### src/rtl/wdt_ctrl_if.sv
// Request/response bus port of the watchdog control block.
// The master issues register accesses and the slave answers each one with a single response.
interface wdt_ctrl_if;
  logic        REQ_VALID;
  logic        REQ_READY;
  logic        REQ_WRITE;
  logic [4:0]  REQ_ADDR;
  logic [31:0] REQ_WDATA;
  logic        RSP_VALID;
  logic        RSP_READY;
  logic [31:0] RSP_RDATA;
  logic        RSP_ERR;

  modport master (
    output REQ_VALID, REQ_WRITE, REQ_ADDR, REQ_WDATA, RSP_READY,
    input  REQ_READY, RSP_VALID, RSP_RDATA, RSP_ERR
  );

  modport slave (
    input  REQ_VALID, REQ_WRITE, REQ_ADDR, REQ_WDATA, RSP_READY,
    output REQ_READY, RSP_VALID, RSP_RDATA, RSP_ERR
  );
endinterface

### src/rtl/wdt_ctrl.sv
// Watchdog front end. It holds a key-protected register file that drives WDEN, WDLIVE and WTOCNT.
// It also escalates a persistent WTO into an interrupt and then into a sticky system reset request.
module wdt_ctrl #(
  parameter logic [31:0] KEY       = 32'h5A5A_A5A5,
  parameter logic [31:0] TOCNT_RST = 32'hFFFF_FFFF,
  parameter int unsigned GRACE     = 1024
) (
  input  logic        CLK,
  input  logic        RSTn,
  wdt_ctrl_if.slave   bus,
  output logic        WDEN,
  output logic        WDLIVE,
  output logic [31:0] WTOCNT,
  input  logic        WTO,
  output logic        WDT_IRQ,
  output logic        WDT_RST_REQ
);

  typedef enum logic {B_IDLE, B_RESP} bus_state_e;
  typedef enum logic [1:0] {E_IDLE, E_GRACE, E_RESET} esc_state_e;

  localparam logic [15:0] GRACE_LAST = 16'(GRACE - 1);

  bus_state_e  bst_q, bst_d;
  esc_state_e  est_q, est_d;
  logic [31:0] rsp_rdata_q, rsp_rdata_d;
  logic        rsp_err_q, rsp_err_d;
  logic        ctrl_en_q, ctrl_en_d;
  logic        ctrl_irq_en_q, ctrl_irq_en_d;
  logic        ctrl_rst_en_q, ctrl_rst_en_d;
  logic [31:0] tocnt_q, tocnt_d;
  logic        unlocked_q, unlocked_d;
  logic        wdlive_q, wdlive_d;
  logic        to_sticky_q, to_sticky_d;
  logic [15:0] grace_cnt_q, grace_cnt_d;
  logic        irq_q, irq_d;
  logic        sticky_w1c;
  logic        accept;
  logic [2:0]  reg_idx;
  logic [31:0] status_val;
  logic        unused_addr_bits;

  assign accept           = bus.REQ_VALID && (bst_q == B_IDLE);
  assign reg_idx          = bus.REQ_ADDR[4:2];
  assign unused_addr_bits = ^bus.REQ_ADDR[1:0];
  assign status_val       = {14'b0, grace_cnt_q, (est_q == E_RESET), to_sticky_q};

  always_comb begin
    bst_d         = bst_q;
    rsp_rdata_d   = rsp_rdata_q;
    rsp_err_d     = rsp_err_q;
    ctrl_en_d     = ctrl_en_q;
    ctrl_irq_en_d = ctrl_irq_en_q;
    ctrl_rst_en_d = ctrl_rst_en_q;
    tocnt_d       = tocnt_q;
    unlocked_d    = unlocked_q;
    wdlive_d      = 1'b0;
    sticky_w1c    = 1'b0;
    case (bst_q)
      B_IDLE: begin
        if (accept) begin
          bst_d       = B_RESP;
          rsp_rdata_d = '0;
          rsp_err_d   = 1'b0;
          if (bus.REQ_WRITE) begin
            case (reg_idx)
              3'd0, 3'd1: begin
                // Any CTRL/TOCNT write consumes the unlock, whether or not it lands.
                unlocked_d = 1'b0;
                if (!unlocked_q) begin
                  rsp_err_d = 1'b1;
                end else if (reg_idx == 3'd0) begin
                  ctrl_en_d     = bus.REQ_WDATA[0];
                  ctrl_irq_en_d = bus.REQ_WDATA[1];
                  ctrl_rst_en_d = bus.REQ_WDATA[2];
                end else begin
                  tocnt_d = bus.REQ_WDATA;
                end
              end
              3'd2: begin
                if (bus.REQ_WDATA == KEY) wdlive_d  = 1'b1;
                else                      rsp_err_d = 1'b1;
              end
              3'd3:    unlocked_d = (bus.REQ_WDATA == KEY);
              3'd4:    sticky_w1c = bus.REQ_WDATA[0];
              default: rsp_err_d  = 1'b1;
            endcase
          end else begin
            case (reg_idx)
              3'd0:    rsp_rdata_d = {29'b0, ctrl_rst_en_q, ctrl_irq_en_q, ctrl_en_q};
              3'd1:    rsp_rdata_d = tocnt_q;
              3'd2:    rsp_rdata_d = '0;
              3'd3:    rsp_rdata_d = {31'b0, unlocked_q};
              3'd4:    rsp_rdata_d = status_val;
              default: rsp_err_d   = 1'b1;
            endcase
          end
        end
      end
      B_RESP: begin
        if (bus.RSP_READY) bst_d = B_IDLE;
      end
      default: bst_d = B_IDLE;
    endcase
  end

  always_comb begin
    est_d       = est_q;
    grace_cnt_d = grace_cnt_q;
    // A WTO sample at the same edge as a W1C wins, so the flag cannot be lost.
    to_sticky_d = (to_sticky_q && !sticky_w1c) || WTO;
    case (est_q)
      E_IDLE: begin
        if (WTO) begin
          est_d       = E_GRACE;
          grace_cnt_d = '0;
        end
      end
      E_GRACE: begin
        if (!WTO) begin
          est_d       = E_IDLE;
          grace_cnt_d = '0;
        end else if (grace_cnt_q == GRACE_LAST) begin
          if (ctrl_rst_en_q) est_d = E_RESET;
        end else begin
          grace_cnt_d = grace_cnt_q + 16'd1;
        end
      end
      E_RESET: est_d = E_RESET;
      default: est_d = E_IDLE;
    endcase
    irq_d = to_sticky_d && ctrl_irq_en_d;
  end

  always_ff @(posedge CLK or negedge RSTn) begin
    if (!RSTn) begin
      bst_q         <= B_IDLE;
      est_q         <= E_IDLE;
      rsp_rdata_q   <= '0;
      rsp_err_q     <= 1'b0;
      ctrl_en_q     <= 1'b0;
      ctrl_irq_en_q <= 1'b0;
      ctrl_rst_en_q <= 1'b0;
      tocnt_q       <= TOCNT_RST;
      unlocked_q    <= 1'b0;
      wdlive_q      <= 1'b0;
      to_sticky_q   <= 1'b0;
      grace_cnt_q   <= '0;
      irq_q         <= 1'b0;
    end else begin
      bst_q         <= bst_d;
      est_q         <= est_d;
      rsp_rdata_q   <= rsp_rdata_d;
      rsp_err_q     <= rsp_err_d;
      ctrl_en_q     <= ctrl_en_d;
      ctrl_irq_en_q <= ctrl_irq_en_d;
      ctrl_rst_en_q <= ctrl_rst_en_d;
      tocnt_q       <= tocnt_d;
      unlocked_q    <= unlocked_d;
      wdlive_q      <= wdlive_d;
      to_sticky_q   <= to_sticky_d;
      grace_cnt_q   <= grace_cnt_d;
      irq_q         <= irq_d;
    end
  end

  assign bus.REQ_READY = (bst_q == B_IDLE);
  assign bus.RSP_VALID = (bst_q == B_RESP);
  assign bus.RSP_RDATA = rsp_rdata_q;
  assign bus.RSP_ERR   = rsp_err_q;
  assign WDEN          = ctrl_en_q;
  assign WDLIVE        = wdlive_q;
  assign WTOCNT        = tocnt_q;
  assign WDT_IRQ       = irq_q;
  assign WDT_RST_REQ   = (est_q == E_RESET);

endmodule
### src/flat_wrapper.sv
// flat-port wrapper written by rule: the top's interface ports become plain ports
module wdt_ctrl_flat 
#(
  parameter logic [31:0] KEY       = 32'h5A5A_A5A5,
  parameter logic [31:0] TOCNT_RST = 32'hFFFF_FFFF,
  parameter int unsigned GRACE     = 1024
)
  (CLK, RSTn, WDEN, WDLIVE, WTOCNT, WTO, WDT_IRQ, WDT_RST_REQ, bus_REQ_VALID, bus_REQ_WRITE, bus_REQ_ADDR, bus_REQ_WDATA, bus_RSP_READY, bus_REQ_READY, bus_RSP_VALID, bus_RSP_RDATA, bus_RSP_ERR);
  wdt_ctrl_if bus_i ();
  input  logic CLK;
  input  logic RSTn;
  output logic WDEN;
  output logic WDLIVE;
  output logic [31:0] WTOCNT;
  input  logic WTO;
  output logic WDT_IRQ;
  output logic WDT_RST_REQ;
  input wire logic [$bits(bus_i.REQ_VALID)-1:0] bus_REQ_VALID;
  input wire logic [$bits(bus_i.REQ_WRITE)-1:0] bus_REQ_WRITE;
  input wire logic [$bits(bus_i.REQ_ADDR)-1:0] bus_REQ_ADDR;
  input wire logic [$bits(bus_i.REQ_WDATA)-1:0] bus_REQ_WDATA;
  input wire logic [$bits(bus_i.RSP_READY)-1:0] bus_RSP_READY;
  output wire logic [$bits(bus_i.REQ_READY)-1:0] bus_REQ_READY;
  output wire logic [$bits(bus_i.RSP_VALID)-1:0] bus_RSP_VALID;
  output wire logic [$bits(bus_i.RSP_RDATA)-1:0] bus_RSP_RDATA;
  output wire logic [$bits(bus_i.RSP_ERR)-1:0] bus_RSP_ERR;
  assign bus_i.REQ_VALID = bus_REQ_VALID;
  assign bus_i.REQ_WRITE = bus_REQ_WRITE;
  assign bus_i.REQ_ADDR = bus_REQ_ADDR;
  assign bus_i.REQ_WDATA = bus_REQ_WDATA;
  assign bus_i.RSP_READY = bus_RSP_READY;
  assign bus_REQ_READY = bus_i.REQ_READY;
  assign bus_RSP_VALID = bus_i.RSP_VALID;
  assign bus_RSP_RDATA = bus_i.RSP_RDATA;
  assign bus_RSP_ERR = bus_i.RSP_ERR;
  wdt_ctrl #(.KEY(KEY), .TOCNT_RST(TOCNT_RST), .GRACE(GRACE)) u_core (.CLK(CLK), .RSTn(RSTn), .bus(bus_i), .WDEN(WDEN), .WDLIVE(WDLIVE), .WTOCNT(WTOCNT), .WTO(WTO), .WDT_IRQ(WDT_IRQ), .WDT_RST_REQ(WDT_RST_REQ));
endmodule
### config.mk
export PLATFORM = sky130hd
export DESIGN_NAME = wdt_ctrl_flat
export DESIGN_NICKNAME = d
export VERILOG_FILES = /design/src/rtl/wdt_ctrl_if.sv /design/src/rtl/wdt_ctrl.sv /design/src/flat_wrapper.sv
export SDC_FILE = /design/constraint.sdc
export NUM_CORES = 1
export LEC_CHECK = 0
export ABC_AREA = 0
export CAP_MARGIN = 20
export CELL_PAD_IN_SITES_DETAIL_PLACEMENT = 0
export CELL_PAD_IN_SITES_GLOBAL_PLACEMENT = 1
export CORE_UTILIZATION = 30
export CTS_CLUSTER_SIZE = 10
export DETAILED_ROUTE_END_ITERATION = 16
export PLACE_DENSITY_LB_ADDON = 0.12
export SLEW_MARGIN = 5
export SYNTH_ARGS = -nofsm -noshare
export SYNTH_HDL_FRONTEND = slang
export SYNTH_SLANG_ARGS = --single-unit
### constraint.sdc
create_clock -name CLK -period 3.95 [get_ports CLK]
set_input_delay 0.5925 -clock CLK [delete_from_list [all_inputs] [get_ports CLK]]
set_output_delay 0.5925 -clock CLK [all_outputs]
set_load 0.01 [all_outputs]
==> results.ini, run 1 <==
[outcome]
status=finished clean

[synthesis]
yosys.area_share.simple_pct=16.56
synth_cell_type_count=51
synth_edf_count=0
ys_ff_latch=91
netlist_instances=360
async_reset_ff_share_pct=100.0
ys_seq_area_share_pct=55.45
synth_nets=404
synthAdderAreaFrac_pct=0.2994
synth_top_family_by_area=simple AND/OR/NAND/NOR gates
synthXorXnorAreaFrac_pct=0.2096
synth.area.mux_share_pct=9.940
synth_top_flop_cell=dfrtp_1
ys_warn_count=0
syn_area_um2=4179
synth_compound_area_share_pct=14.55
avgSynthCellArea_um2=11.61

[finish]
final_nets=510
fillCellCount=1320
layout-drive-gt1-share_pct=21.44
multi_input_area_um2=1737
area_growth_pct=37.40
final_cell_mix=110 x clkdlybuf4s50_1, 59 x dfrtp_1, 36 x mux2_2, 33 x nand2_1, 32 x dfstp_2
antenna_cells=0
final_common_cell=clkdlybuf4s50_1
regArea_um2=2317

[power_and_ir_drop]
p_per_area_nw_per_um2=329.1
p_leak_nw=2.259
irDropWorstVdd_mv=0.1410

[placement]
gp_congestion=0.7189
pre_cts_slack_ns=1.107
portBuffers=111
hpwl_um=8347

[sta]
worstMarginPinSlew_ns=0.7455
fin_hold_ws_ns=0.1419
hold_violations=0
setup_viol=0
worst_clock_skew_ns=0.006696
slew_violations=0
fin_ws_ns=1.430
timing.slew.headroom_pct=49.93
fin_crit_ns=2.520
rsz0062_at_grt=no
post-route-period-util_pct=63.80
clock.fmax_mhz=396.8
fin_setup_tns_ns=0

[floorplan]
io_pins=114
die-height_um=120.0
coreArea_um2=13400
die-area_um2=14410
rows=42
start_util_pct=31.19
fp.dieW_um=120.0

[detailed_routing]
wl_per_cell_um=18.59
drt_wl_total_um=12030
firstDrtPassIters=4
drt_iter0_drc=213
drc=0
ant_nets=0
vias_per_cell=5.196
vias=3362

[cts]
cts_resized=0
clk_root_buffer_cell=clkbuf_16
worstSkewPairLatency_ns=0.34
cts_buffer_depth=2
cts_tree=built
clock-sinks=91
clk_pin_slew_worst_paths_ns=0.06
hold_buffers=0
cts_htree_levels=3
cts_buffers=9
cts_post_setup_buffers_inserted=0

[critical_path]
crit_type=in -> reg
r2r_start=u_core.grace_cnt_q[0]$_DFFE_PN0P_
crit_path_start=WTO
worst-endpoint-arrival_ns=2.77
cp.required_ns=4.20
critPathCaptureType=flop
cp_max_fo=12
cp-start-kind=input pin

[global_route]
grt_pass1_vias=3290
grt_usage_pct=17.33
grt_overflow=0
grt_max_degree=78
grt_pass1_wl_um=18950
antenna_found_initial=0

[worst_hold_path]
hold_class=in -> async

[flow_run]
drv_cap=0

[cell type report]
cell class | instances | area share (%)
clock buffers | 14 | 4.424
multi-input cells | 242 | 30.25
flip-flops and latches | 91 | 40.36
inverters | 3 | 0.1961
repair buffers | 119 | 20.70
well taps | 176 | 3.835
clock inverters | 2 | 0.2397
[layer usage]
metal  track usage, %  share of wire [%]
met5                0                  0
met4            5.781               0.76
met3            3.660                5.9
met2            25.61                 46
met1            24.98                 47
[synth_stat cells, drive strengths merged, types with 5 or more instances]
| master | n | area, um2 |
|---|---|---|
| clkbuf | 13 | 50.04 |
| nor4bb | 7 | 70.07 |
| nand4 | 12 | 75.07 |
| mux2 | 36 | 405.4 |
| or4 | 11 | 86.33 |
| a21oi | 15 | 75.07 |
| o31ai | 8 | 60.06 |
| dfstp | 32 | 840.8 |
| nor2 | 7 | 26.28 |
| nor2b | 6 | 37.54 |
| a22oi | 16 | 120.1 |
| o21ai | 23 | 115.1 |
| or3 | 5 | 31.28 |
| nand3 | 12 | 60.06 |
| nand2 | 33 | 123.9 |
| dfrtp | 59 | 1476 |
| buf | 11 | 63.81 |
| a22o | 14 | 122.6 |
[critical path: stages]
cell             delay, ns
clkdlybuf4s50_1       0.76
o21ba_2               0.25
nand4_1               0.40
or4_1                 0.61
a21oi_1               0.16
[cells by family after synthesis]
family                   Yosys count
AO/OA/AOI/OAI                     89
XOR/XNOR                           1
adder cells (fa/ha/maj)            1
buffers and inverters             27
flip-flops                        91
multiplexers                      37
AND/OR/NAND/NOR                  114
[registers in the layout, indices dropped and copies added, names as in the netlist]
signal / cells
u_core.ctrl_irq_en_q: 1
u_core.WDT_IRQ: 1
u_core.WDLIVE: 1
u_core.grace_cnt_q: 16
u_core.WDEN: 1
u_core.WTOCNT: 32
u_core.est_q: 2
u_core.bus.RSP_VALID: 1
u_core.bus.RSP_RDATA: 32
u_core.bus.RSP_ERR: 1
u_core.ctrl_rst_en_q: 1
u_core.unlocked_q: 1
u_core.to_sticky_q: 1
[path summary, 6_finish.rpt]
check	end	cells after the start	slack [ns]
setup / recovery	u_core.grace_cnt_q[13]$_DFFE_PN0P_	5	1.43
hold / removal	u_core.bus.RSP_RDATA[6]$_DFFE_PN0P_	1	0.14
setup reg to reg	u_core.est_q[0]$_DFFE_PN0P_	5	1.59
hold reg to reg	u_core.bus.RSP_RDATA[12]$_DFFE_PN0P_	2	0.48
max in group asynchronous	u_core.WTOCNT[24]$_DFFE_PN1P_	3	2.88
min in group CLK	u_core.bus.RSP_RDATA[12]$_DFFE_PN0P_	2	0.48
[per-stage QoR]
| step | utilization, % | std cells | power [W] | cell area, um2 |
|---|---|---|---|---|
| 3_5_place_dp | 40.64 | 630 | 0.001116 | 5446 |
| 6_report | 42.85 | 647 | 0.001890 | 5742 |
| 3_3_place_gp | 40.64 | 630 | 0.001115 | 5446 |
| 2_1_floorplan | - | 360 | 0.001017 | 4179 |
| 5_1_grt | 42.85 | 647 | 0.001975 | 5742 |
| 4_1_cts | 42.64 | 646 | 0.001930 | 5714 |
[power by group]
group	switching (W)	leakage, nW	internal (W)
Combinational	0.0000822	0.986	0.0000686
Sequential	0.00000933	1.14	0.000941
Clock	0.000344	0.131	0.000445
Total	0.000435	2.26	0.00145
Power figures use the tool's default switching activity.
==> run 2, diff against run 1 <==
clock period = 2.35 ns   (was 3.95 ns; I/O delays follow)
==> run 2 against run 1 <==
Effect of this change: count of clock-buffer cells in the layout fell by 3; sequential power increased by 67%; non-clock buffer count up 21; core utilization rose by 1.3 points; combinational power rose by 86%; hold slack better by 0.34 ns; critical path depth is 3 lower; sequential cell count is the same.
==> results.ini, run 2 (synthesis gave the netlist of run 1 again) <==
[detailed_routing]
drt_iter0_drc=191
wl_per_cell_um=18.28
ant_nets=0
vias=3381
firstDrtPassIters=4
drt_wl_total_um=12210
drc=0
vias_per_cell=5.061

[floorplan]
io_pins=114
fp.dieW_um=120.0
start_util_pct=31.19
rows=42
coreArea_um2=13400
die-height_um=120.0
die-area_um2=14410

[finish]
final_cell_mix=110 x clkdlybuf4s50_1, 59 x dfrtp_1, 36 x mux2_2, 33 x nand2_1, 32 x dfstp_2
final_common_cell=clkdlybuf4s50_1
area_growth_pct=41.47
fillCellCount=1300
antenna_cells=0
layout-drive-gt1-share_pct=25.20
final_nets=531
post-route-util_pct=44.12

[global_route]
grt_pass1_vias=3366
use_met1_pct=25.28
grt_overflow=0
antenna_found_initial=0
grtUsageMet2_pct=26.69
grt_usage_pct=17.68
met3_usage_pct=4.040
grt_max_degree=41
grt_pass1_wl_um=19310
grt-busiest-layer=met2

[critical_path]
critPathCaptureType=output pin
ff2ff_setup_slack_ns=0.24
endpoint=WDT_RST_REQ
reg2reg_to=u_core.grace_cnt_q[3]$_DFFE_PN0P_
crit_type=reg -> out
cp.required_ns=2.00
cp-start-kind=flop
cp_max_fo=10
rr_worst_depth=5
worst-endpoint-arrival_ns=1.76
r2r_start=u_core.grace_cnt_q[12]$_DFFE_PN0P_
crit_path_start=u_core.est_q[1]$_DFFE_PN0P_

[placement]
hpwl_um=8754
portBuffers=111
gp_congestion=0.7494
pre_cts_slack_ns=0.08028

[cts]
clk_pin_slew_worst_paths_ns=0.07
cts_buffers=9
cts_htree_levels=3
cts_tree=built
clock-sinks=91
worstSkewPairLatency_ns=0.34
clk_root_buffer_cell=clkbuf_16
cts_buffer_depth=2
cts_post_setup_buffers_inserted=0

[sta]
fin_setup_tns_ns=0
post-route-period-util_pct=89.76
fin_ws_ns=0.2406
setup_viol=0
timing.slew.headroom_pct=66.77
clock.fmax_mhz=474.1
worstMarginPinSlew_ns=0.4948
fin_crit_ns=2.109
rsz0062_at_grt=no
slew_violations=0
worst_clock_skew_ns=0.006593
hold_violations=0

[power_and_ir_drop]
irDropWorstVdd_mv=0.3318
p_leak_nw=2.356
p_per_area_nw_per_um2=545.2

[outcome]
status=finished clean

[worst_hold_path]
hold_class=reg -> reg
hold_path_startpoint=u_core.bus.RSP_RDATA[7]$_DFFE_PN0P_

[flow_run]
drv_cap=0

## run 2: cell type report
cell class / instances / area [um2] / share of cell area (%)
flip-flops and latches: 91 / 2317 / 39.20
multi-input cells: 242 / 1739 / 29.42
repair buffers: 140 / 1354 / 22.90
clock buffers: 11 / 232.7 / 3.937
well taps: 176 / 220.2 / 3.725
clock inverters: 5 / 37.54 / 0.6349
inverters: 3 / 11.26 / 0.1905
## run 2: timing repair
item / CTS / global route
setup endpoints to repair: 0 / 1
hold buffers: 1 / 0
endpoints found under the hold margin: 22 / 0
gates resized for setup: 0 / 1
## run 2: how the worst min path moves through the flow
stage | end | slack, ns | cells after the start
after floorplan | u_core.WDEN$_DFFE_PN0P_ | 0.06 | 0
after global placement | u_core.bus.RSP_RDATA[6]$_DFFE_PN0P_ | 0.34 | 1
after detailed placement | u_core.bus.RSP_RDATA[3]$_DFFE_PN0P_ | 0.35 | 1
after CTS | u_core.bus.RSP_RDATA[16]$_DFFE_PN0P_ | 0.49 | 2
after global routing | u_core.bus.RSP_RDATA[0]$_DFFE_PN0P_ | 0.51 | 2
final | u_core.bus.RSP_RDATA[7]$_DFFE_PN0P_ | 0.48 | 2
## run 2: where the power goes
part | internal [W] | leakage [nW] | switching [W]
clock | 0.000722 | 0.126 | 0.000629
sequential | 0.00158 | 1.14 | 0.0000110
combinational | 0.000133 | 1.09 | 0.000148
## run 2: metal layers
metal,up-vias,wire length (um)
li1,1611,-
met1,1680,5766
met2,82,5727
met3,8,626
met4,0,91
met5,-,0
## run 2: worst max-delay path, cell delays in order, from the launching register on
cell	delay, ns
dfrtp_1	0.50
nor2b_2	0.33
clkdlybuf4s50_1	0.59
## run 2: through the flow
step           hold slack, ns  power [W]  instances  instance area (um2)
2_1_floorplan         0.05691   0.001710        360                 4179
3_3_place_gp           0.3433   0.001902        651                 5629
3_5_place_dp           0.3492   0.001903        651                 5629
4_1_cts                0.4875   0.003290        668                 5909
5_1_grt                0.5072   0.003352        668                 5912
6_report               0.4771   0.003223        668                 5912
==> run 3, diff against run 2 <==
GPL_ROUTABILITY_DRIVEN = 0   (was default)
SETUP_SLACK_MARGIN = 0.5   (was default)
==> run 3 against run 2 <==
Effect of this change: maximum frequency is 16% higher; critical path depth up 5; worst setup slack improved by 0.29 ns; combinational power grew 2%; critical endpoint is now u_core.grace_cnt_q[10]$_DFFE_PN0P_; largest cell class unchanged.
==> results.ini, run 3 (synthesis gave the netlist of run 1 again) <==
[placement]
dp_cells=651
portBuffers=111
hpwl_um=8842

[cts]
clock-sinks=91
cts_htree_levels=3
clk_root_buffer_cell=clkbuf_16
worstSkewPairLatency_ns=0.34
hold_buffers=0
cts_tree=built
cts_buffers=9
clk_pin_slew_worst_paths_ns=0.06
cts_buffer_depth=2

[flow_run]
drv_cap=0

[sta]
hold_violations=0
slew_violations=0
fin_hold_ws_ns=0.02019
rsz0062_at_grt=yes
worstMarginPinSlew_ns=0.6281
setup_viol=0
fin_crit_ns=1.814
clock.fmax_mhz=551.1
fin_setup_tns_ns=0
post-route-period-util_pct=77.21
timing.slew.headroom_pct=58.13
worst_clock_skew_ns=0.004124

[global_route]
grt_usage_pct=17.54
grt_overflow=0
grt_pass1_wl_um=19100
antenna_found_initial=0
grt_max_degree=47
grt_pass1_vias=3370

[detailed_routing]
drt_wl_total_um=12250
vias=3449
wl_per_cell_um=18.13
ant_nets=0
vias_per_cell=5.102
drc=0
drt_iter0_drc=203
firstDrtPassIters=4

[finish]
post-route-util_pct=45.42
antenna_cells=0
layout-drive-gt1-share_pct=30.00
fin_cells=676
final_cell_mix=107 x clkdlybuf4s50_1, 53 x dfrtp_1, 36 x mux2_2, 35 x buf_4, 33 x nand2_1
final_common_cell=clkdlybuf4s50_1
final_nets=539
area_growth_pct=45.66

[critical_path]
critPathCaptureType=flop
cpPeakStageDelay_ns=0.50
crit_path_start=u_core.grace_cnt_q[0]$_DFFE_PN0P_
reg2reg_to=u_core.grace_cnt_q[10]$_DFFE_PN0P_
ff2ff_setup_slack_ns=0.54
cp_max_fo=3
cp.required_ns=2.64
endpoint=u_core.grace_cnt_q[10]$_DFFE_PN0P_
crit_chain=ha_2 -> buf_4 -> buf_4 -> nand2_1 -> or4_4 -> or4_4 -> nand2_1
r2r_start=u_core.grace_cnt_q[0]$_DFFE_PN0P_
cp-start-kind=flop
rr_worst_depth=7
worst-endpoint-arrival_ns=2.10
crit_type=reg -> reg
slowest_stage=or4_4

[floorplan]
fp.dieW_um=120.0
rows=42
start_util_pct=31.19
die-area_um2=14410
die-height_um=120.0
coreArea_um2=13400
io_pins=114

[power_and_ir_drop]
irDropWorstVdd_mv=0.3092
p_leak_nw=2.442
p_per_area_nw_per_um2=542.2
finalPower_w=0.003300

[outcome]
status=finished clean

[worst_hold_path]
hold_class=in -> async

## run 3: cell types whose count changed in the layout (fill, tap and decap cells not counted), moves of 3 or more
cell             previous run  this run
buf_4                      27        35
dfrtp_1                    59        53
dfrtp_2                     0         6
nor4bb_1                    7         2
nor4bb_2                    0         4
clkbuf_1                    2         5
clkdlybuf4s50_1           110       107
## run 3: worst min-delay path by stage
stage | start | to | depth (start not counted)
after floorplan | RSTn | u_core.WDEN$_DFFE_PN0P_ | 0
after global placement | RSTn | u_core.bus.RSP_RDATA[5]$_DFFE_PN0P_ | 1
after detailed placement | RSTn | u_core.bus.RSP_RDATA[5]$_DFFE_PN0P_ | 1
after CTS | RSTn | u_core.bus.RSP_RDATA[6]$_DFFE_PN0P_ | 1
after global routing | RSTn | u_core.bus.RSP_RDATA[6]$_DFFE_PN0P_ | 1
final | RSTn | u_core.bus.RSP_RDATA[6]$_DFFE_PN0P_ | 1
## run 3: what timing repair did
item                                    CTS  global route
pin swaps                                 5             9
endpoints found under the setup margin   14            61
gates resized for setup                  15            15
setup buffers                             5             4
## run 3: per-stage QoR
| step | setup WS [ns] | instance area (um2) |
|---|---|---|
| 6_report | 0.5355 | 6087 |
| 5_1_grt | 0.4433 | 6087 |
| 4_1_cts | 0.4852 | 5996 |
| 3_5_place_dp | 0.1133 | 5629 |
| 3_3_place_gp | 0.1047 | 5629 |
| 2_1_floorplan | 0.4815 | 4179 |
## run 3: routing by layer
| layer | routed length [um] | share of wire [%] | global-route usage, % | vias to the layer above |
|---|---|---|---|---|
| li1 | - | - | - | 1623 |
| met1 | 5788 | 47 | 24.64 | 1717 |
| met2 | 5702 | 47 | 26.80 | 93 |
| met3 | 591 | 4.8 | 3.232 | 16 |
| met4 | 172 | 1.4 | 6.328 | 0 |
| met5 | 0 | 0 | 0 | - |
## run 3: final cells by class
type                    instances  area (um2)
fillers                      1306        7313
flip-flops and latches         91        2325
multi-input cells             242        1831
repair buffers                148        1419
clock buffers                  14       244.0
well taps                     176       220.2
clock inverters                 2       37.54
inverters                       3       11.26
## run 3: critical path: cells and delay by family, from the launching register on
kind	cells	cell delay, ns
and+or+nand+nor	4	1.03
adders and majority gates	1	0.18
DFF	1	0.35
buffers and inverters	2	0.20
## run 3: report_power, final
group	leakage, nW	switching (W)	internal (W)
clock network	0.131	0.000593	0.000827
logic	1.18	0.000148	0.000140
registers	1.13	0.0000108	0.00158
